### src/rtl/spi_ctrl_pkg.sv
// spi_ctrl_pkg: shared FSM state type and default sizing for the SPI arbiter
package spi_ctrl_pkg;
    typedef enum logic [2:0] {IDLE, START, WAIT_BUSY, XFER, DONE} state_t;
    localparam int DEF_NUM_REQ = 4;
    localparam int DEF_DATA_W = 8;
    localparam int DEF_TIMEOUT_CYC = 16;
endpackage

### src/rtl/spi_rr_arb.sv
// spi_rr_arb: combinational round-robin pick, first set req at or above ptr with wrap
module spi_rr_arb #(
    parameter int NUM_REQ = 4
) (
    input  logic [NUM_REQ-1:0]         req,
    input  logic [$clog2(NUM_REQ)-1:0] ptr,
    output logic [NUM_REQ-1:0]         gnt_oh,
    output logic [$clog2(NUM_REQ)-1:0] idx,
    output logic                       any
);
    localparam int IDX_W = $clog2(NUM_REQ);
    // Scan from the farthest offset down so the nearest requester overwrites last.
    always_comb begin
        idx = '0;
        any = |req;
        for (int k = NUM_REQ - 1; k >= 0; k--)
            if (req[(int'(ptr) + k) % NUM_REQ]) idx = IDX_W'((int'(ptr) + k) % NUM_REQ);
        gnt_oh = any ? NUM_REQ'(1) << idx : '0;
    end
endmodule

### src/rtl/spi_arbiter.sv
// spi_arbiter: round-robin sharing of one spi_master among NUM_REQ requesters
module spi_arbiter
    import spi_ctrl_pkg::*;
#(
    parameter int NUM_REQ = DEF_NUM_REQ,
    parameter int DATA_W = DEF_DATA_W,
    parameter int TIMEOUT_CYC = DEF_TIMEOUT_CYC
) (
    input  logic                      clk,
    input  logic                      rst_n,
    input  logic [NUM_REQ-1:0]        req,
    input  logic [NUM_REQ*DATA_W-1:0] req_data,
    output logic [NUM_REQ-1:0]        gnt,
    output logic [NUM_REQ-1:0]        rsp_valid,
    output logic [DATA_W-1:0]         rsp_data,
    output logic                      rsp_err,
    output logic                      spi_start,
    output logic [DATA_W-1:0]         spi_tx_data,
    input  logic [DATA_W-1:0]         spi_rx_data,
    input  logic                      spi_busy,
    output logic                      ctrl_busy
);
    localparam int IDX_W = $clog2(NUM_REQ);
    localparam int CNT_W = $clog2(TIMEOUT_CYC + 1);

    state_t             state, state_n;
    logic [IDX_W-1:0]   rr_ptr, pick_idx;
    logic [NUM_REQ-1:0] pick_oh;
    logic               pick_any;
    logic [CNT_W-1:0]   cnt;
    logic               timeout;

    spi_rr_arb #(.NUM_REQ(NUM_REQ)) u_arb (
        .req    (req),
        .ptr    (rr_ptr),
        .gnt_oh (pick_oh),
        .idx    (pick_idx),
        .any    (pick_any)
    );

    assign timeout   = state == WAIT_BUSY && !spi_busy && cnt == CNT_W'(TIMEOUT_CYC - 1);
    assign spi_start = state == START;
    assign ctrl_busy = state != IDLE;
    assign rsp_valid = state == DONE ? gnt : '0;

    always_ff @(posedge clk or negedge rst_n)
        if (!rst_n) state <= IDLE;
        else        state <= state_n;

    always_comb begin
        state_n = state;
        case (state)
            IDLE:      state_n = pick_any ? START : IDLE;
            START:     state_n = WAIT_BUSY;
            WAIT_BUSY: state_n = spi_busy ? XFER : timeout ? DONE : WAIT_BUSY;
            XFER:      state_n = spi_busy ? XFER : DONE;
            DONE:      state_n = IDLE;
            default:   state_n = IDLE;
        endcase
    end

    // gnt doubles as the latched requester index; it drops on the DONE->IDLE edge.
    always_ff @(posedge clk or negedge rst_n) begin
        if (!rst_n) begin
            rr_ptr      <= '0;
            gnt         <= '0;
            spi_tx_data <= '0;
            rsp_data    <= '0;
            rsp_err     <= 1'b0;
            cnt         <= '0;
        end else begin
            if (state == IDLE && pick_any) begin
                gnt         <= pick_oh;
                spi_tx_data <= req_data[pick_idx*DATA_W +: DATA_W];
                rr_ptr      <= pick_idx == IDX_W'(NUM_REQ - 1) ? '0 : pick_idx + 1'b1;
            end
            if (state == DONE) gnt <= '0;
            if (state == START) cnt <= '0;
            if (state == WAIT_BUSY && !spi_busy && !timeout) cnt <= cnt + 1'b1;
            if (timeout) begin
                rsp_data <= '0;
                rsp_err  <= 1'b1;
            end
            if (state == XFER && !spi_busy) begin
                rsp_data <= spi_rx_data;
                rsp_err  <= 1'b0;
            end
        end
    end
endmodule
### config.mk
export PLATFORM = sky130hd
export DESIGN_NAME = spi_arbiter
export DESIGN_NICKNAME = d
export VERILOG_FILES = /design/src/rtl/spi_ctrl_pkg.sv /design/src/rtl/spi_rr_arb.sv /design/src/rtl/spi_arbiter.sv
export SDC_FILE = /design/constraint.sdc
export NUM_CORES = 1
export LEC_CHECK = 0
export CAP_MARGIN = 20
export CORE_MARGIN = 3
export CORE_UTILIZATION = 35
export CTS_CLUSTER_DIAMETER = 80
export DETAILED_ROUTE_END_ITERATION = 6
export PLACE_DENSITY = 0.8
export SETUP_SLACK_MARGIN = 0.05
export SLEW_MARGIN = 20
export SYNTH_ARGS = -nofsm -noshare
export SYNTH_HDL_FRONTEND = slang
export SYNTH_HIERARCHICAL = 1
export SYNTH_SLANG_ARGS = --single-unit
### constraint.sdc
create_clock -name clk -period 4 [get_ports clk]
set_input_delay 1 -clock clk [delete_from_list [all_inputs] [get_ports clk]]
set_output_delay 1 -clock clk [all_outputs]
set_load 0.01 [all_outputs]
==> results_dict.tcl, run 1 <==
set metrics [dict create \
    drv_cap 0 \
    synth_edf_count 0 \
    cts_made_buffers 5 \
    dp_hpwl_microns 3200 \
    path_clk_slew_ps 60 \
    synth-seq-cells 31 \
    area_growth_pct 47.9 \
    synth-async-reset-ratio_pct 100 \
    finalNetCount 273 \
    postCtsSetupBuffers 0 \
    wl_per_cell_microns 14.1 \
    slew_violations 0 \
    synth-main-ff-cell "dfrtp_1" \
    cp.required_ps 4170 \
    first_global_vias 1530 \
    swShare_pct 34.3 \
    die_w_microns 77.2 \
    ff2ff_setup_slack_ps 1640 \
    synth_nets 199 \
    antenna_found_initial 0 \
    dpl_cell_area_sq_mm 0.00253 \
    postSynthCellCount 149 \
    cp.arrival_ps 3220 \
    seqPwrFrac_pct 34.2 \
    setup_ws_ps 948 \
    cts_tree "yes" \
    whs_ps 477 \
    io_pins 74 \
    vias 1457 \
    viasPerCell 5.02 \
    crit_type "in2reg" \
    drive_gt1_share_pct 17.9 \
    clock_power_share_pct 14.7 \
    wl_microns 4100 \
    synth_cell_types 43 \
    ys_seq_area_share_pct 43.8 \
    finClkSkew_ps 6.55 \
    drt_iter0_markers 58 \
    fin_area_sq_mm 0.00262 \
    min_period_over_period_pct 76.3 \
    worstSetupEndpointType "register" \
    relSlewSlack_pct 46.9 \
    die_h_microns 77.2 \
    drt_first_pass_iters 4 \
    p_switching_uw 572 \
    cts_hold_buf 0 \
    num_rows 25 \
    fin_tns_setup_ps 0 \
    synth_area_sq_mm 0.00177 \
    coreArea_sq_mm 0.00482 \
    worstPathMaxFanout 9 \
    finalHoldViolCount 0 \
    clockRootBuffer "clkbuf_8" \
    grt_use_total_pct 14.9 \
    fill_cells 426 \
    worst_pin_slew_ps 792 \
    status "complete, no violations" \
    htreeDepth 2 \
    synth.avg_cell_area_sq_um 11.9 \
    r2r-end "spi_tx_data[1]" \
    pre_cts_ws_ps 660 \
    ant_nets 0 \
    holdCritPathClass "reg2reg" \
    portBuffers 73 \
    rsz0062_at_grt "no" \
    post_cts_resize_count 0 \
    grt_pass1_wl_microns 7000 \
    p_int_mw 1.10 \
    die_area_sq_mm 0.00596 \
    gr-total-overflow 0 \
    initial_core_util_pct 36.8 \
    clockBufferDepth 2 \
    clock-sinks 31 \
    gp_congestion 0.841 \
    ir_drop_mv 0.309 \
    power.total_mw 1.67 \
    num_antenna_cells 0 \
    grt_max_degree 32 \
    hold_end "cnt[4]" \
    clk_latency_ps 280 \
    cp-start-kind "input port" \
    drcViolationCount 0 \
    p_leak_nw 1.10 \
    holdPathStages 1 \
    r2r_start "rr_ptr[0]" \
    period_needed_ps 3050 \
    r2r_cells 5 \
    pwr_density_cell_mw_per_mm2 637 \
    pwr-share-comb_pct 51.2 \
    yosys_warnings 6 \
    finalSetupViolCount 0 \
    worst_hold_startpoint "cnt[4]" \
    fmax_ghz 0.328 \
]
## critical path, cell delays in order
cell             delay [ps]
clkdlybuf4s50_1         510
nor3b_1                 350
a2111oi_2                60
nor2_1                  600
mux4_2                  420
mux2_2                  280
## cells in the mapped netlist (3+ instances only)
cell type,count,area (sq um)
a21oi_1,6,30.0
and3_1,3,18.8
a22o_1,8,70.1
buf_6,5,56.3
nor3_1,3,15.0
nand2b_1,4,25.0
dfrtp_1,31,776
ha_1,3,37.5
a21o_1,3,22.5
nor2_1,8,30.0
mux4_2,8,180
o21ai_0,7,35.0
mux2_2,9,101
nand2_1,11,41.3
and2_1,5,31.3
inv_1,6,22.5
## power by group through the flow
stage,Clock (mW),Combinational [mW],Sequential (mW)
floorplan,0,0.557,0.568
global placement,0,0.843,0.570
detailed placement,0,0.866,0.575
CTS,0.255,0.867,0.573
global route,0.269,0.932,0.594
finish,0.245,0.855,0.571
## how the worst max path moves through the flow
stage,start,endpoint,depth (start not counted)
after floorplan,req[2],spi_tx_data[0],6
after global placement,req[1],spi_tx_data[5],6
after detailed placement,req[1],spi_tx_data[1],6
after CTS,req[1],spi_tx_data[1],6
after global routing,req[1],spi_tx_data[4],6
final,req[1],spi_tx_data[1],6
## routing by layer
layer,wire length (microns),GRT usage (%),vias to the layer above
met1,1700,17.1,680
met4,97,6.41,0
li1,-,-,698
met2,1910,24.2,69
met5,0,0,-
met3,391,6.57,10
## metrics by stage
step	instances	util, %
finish	290	54.4
global route	290	54.4
CTS	290	54.4
detailed placement	283	52.6
global placement	283	52.6
floorplan	149	-
## layout by cell type (no fill, tap or decap), types with 2 or more instances in the layout
| master | instances |
|---|---|
| and3_1 | 3 |
| nand2b_1 | 4 |
| ha_1 | 3 |
| o21ai_0 | 7 |
| a22o_1 | 8 |
| a21o_1 | 3 |
| a21oi_1 | 6 |
| nor3_1 | 3 |
| dfrtp_1 | 31 |
| a211oi_1 | 2 |
| buf_4 | 3 |
| clkdlybuf4s50_1 | 73 |
| clkbuf_8 | 6 |
| mux2_2 | 9 |
| nand2_1 | 11 |
| inv_1 | 6 |
| nor2_1 | 8 |
| mux4_2 | 8 |
| and2_1 | 5 |
## cell families (layout without fill, tap and decap cells)
kind of cell             after synthesis  in the layout  synth area share (%)
flip-flops                            31             31                  43.8
multiplexers                          18             18                  16.7
buffers and inverters                 15             89                  6.35
AND/OR/NAND/NOR                       46             46                  15.9
AO/OA/AOI/OAI                         36             36                  15.1
adder cells (fa/ha/maj)                3              3                  2.12
## state kept, by name (all words and copies together), names as in the netlist
signal       flops
cnt              5
gnt              4
rr_ptr           2
rsp_data         8
rsp_err          1
spi_tx_data      8
state            3
## cell type report
| class | count | area (sq um) | area share, % |
|---|---|---|---|
| sequential | 31 | 776 | 29.6 |
| tap | 67 | 83.8 | 3.20 |
| clock buffer | 6 | 82.6 | 3.15 |
| timing repair buffer | 76 | 753 | 28.7 |
| inverter | 6 | 22.5 | 0.859 |
| clock inverter | 1 | 5.00 | 0.191 |
| multi-input combinational | 103 | 900 | 34.3 |
No activity file was read; power rests on OpenSTA's default activity.
==> inputs of run 2 (changes only) <==
==> constraint.sdc (replaced) <==
create_clock -name clk -period 3 [get_ports clk]
set_input_delay 0.75 -clock clk [delete_from_list [all_inputs] [get_ports clk]]
set_output_delay 0.75 -clock clk [all_outputs]
set_load 0.01 [all_outputs]
==> results_dict.tcl, run 2 (synthesis gave the netlist of run 1 again) <==
set metrics [dict create \
    coreArea_sq_mm 0.00482 \
    postCtsSetupBuffers 0 \
    clockRootBuffer "clkbuf_8" \
    cts_made_buffers 5 \
    fmax_ghz 0.359 \
    portBuffers 73 \
    path_clk_slew_ps 60 \
    grt_pass1_wl_microns 6890 \
    crit_chain "clkdlybuf4s50_1 > nor3b_1 > a2111oi_2 > nor2_1 > mux4_2 > mux2_2" \
    r2r_cells 5 \
    crit_buf_inv 1 \
    gr-total-overflow 0 \
    p_leak_nw 1.11 \
    io_pins 74 \
    relSlewSlack_pct 47.8 \
    finClkSkew_ps 2.80 \
    crit_cells 6 \
    viasPerCell 4.99 \
    dp_hpwl_microns 3200 \
    cp.required_ps 3160 \
    placed_cells 285 \
    holdCritPathClass "reg2reg" \
    drt_iter0_markers 66 \
    pwr_density_cell_mw_per_mm2 846 \
    ir_drop_mv 0.452 \
    finalSetupViolCount 0 \
    initial_core_util_pct 36.8 \
    worstPathMaxFanout 9 \
    cp.arrival_ps 2950 \
    area_growth_pct 48.4 \
    critical_path.max_stage_delay_ps 610 \
    slew_violations 0 \
    postLayoutCoreUtil_pct 54.6 \
    holdPathStages 1 \
    min_period_over_period_pct 92.8 \
    period_needed_ps 2780 \
    cts_tree "yes" \
    crit_type "in2reg" \
    ant_nets 0 \
    cpMaxStageDelayCell "nor2_1" \
    die_h_microns 77.2 \
    htreeDepth 2 \
    grt_use_total_pct 14.8 \
    worstSetupEndpointType "register" \
    drive_gt1_share_pct 18.1 \
    clock-sinks 31 \
    crit_family "simple AND/OR/NAND/NOR gates" \
    antenna_found_initial 0 \
    clockBufferDepth 2 \
    die_area_sq_mm 0.00596 \
    vias 1461 \
    grt_max_degree 32 \
    wl_microns 4110 \
    drv_cap 0 \
    first_global_vias 1443 \
    cts_hold_buf 0 \
    drcViolationCount 0 \
    wl_per_cell_microns 14.0 \
    finalHoldViolCount 0 \
    gp_congestion 0.858 \
    num_rows 25 \
    fin_cells 293 \
    die_w_microns 77.2 \
    rsz0062_at_grt "no" \
    num_antenna_cells 0 \
    top_regs "rsp_data: 8 flops, spi_tx_data: 8 flops, cnt: 5 flops" \
    final_common_cell "clkdlybuf4s50_1" \
    ff2ff_setup_slack_ps 580 \
    cp-start-kind "input port" \
    finalNetCount 275 \
    clk_latency_ps 280 \
    layout_common_cells "clkdlybuf4s50_1, dfrtp_1, nand2_1" \
    worst_pin_slew_ps 780 \
    post_cts_resize_count 0 \
    status "complete, no violations" \
    drt_first_pass_iters 4 \
]
[run 2: cell count changes in the layout (fill, tap and decap cells not counted), sizes merged]
cell | previous run | this run
buf | 3 | 5
clkbuf | 6 | 7
[run 2: worst paths after layout]
| kind | endpoint | start |
|---|---|---|
| max reg2reg | spi_tx_data[1] | rr_ptr[0] |
| min in group asynchronous | cnt[3] | rst_n |
| min reg2reg | cnt[4] | cnt[4] |
| max | spi_tx_data[1] | req[1] |
| min | cnt[4] | cnt[4] |
| max in group asynchronous | rr_ptr[0] | rst_n |
[run 2: area by class of cell]
cell class	instances	area [sq um]
fill	440	2190
sequential	31	776
inverter	6	22.5
multi-input combinational	103	900
timing repair buffer	78	768
clock buffer	7	76.3
clock inverter	1	5.00
tap	67	83.8
[run 2: layer usage]
metal  share of wire (%)  global-route usage (%)  routed length (microns)
met5                   0                       0                        0
met3                  11                    6.57                      439
met4                 1.9                    6.94                       77
met1                  43                    18.6                     1750
met2                  45                    21.8                     1840
[run 2: worst reg2reg max path, delay by kind of cell, from the launching register on]
family / cells / cell delay, ps
simple gates: 2 / 1000
mux: 2 / 700
compound gates: 1 / 60
flops: 1 / 550
[run 2: through the flow]
stage                     worst slack, ps  hold slack [ps]  area (sq um)  TNS [ps]  power [mW]
final                                 216              480          2630         0        2.23
after global routing                  110              493          2630         0        2.39
after CTS                             212              486          2630         0        2.25
after detailed placement            -94.2              472          2550      -538        1.93
after global placement               43.5              461          2550         0        1.90
after floorplan                       751              450          1770         0        1.50
[run 2: power by group]
| group | switching, mW | internal (mW) |
|---|---|---|
| clock network | 0.147 | 0.162 |
| registers | 0.174 | 0.591 |
| logic | 0.449 | 0.702 |
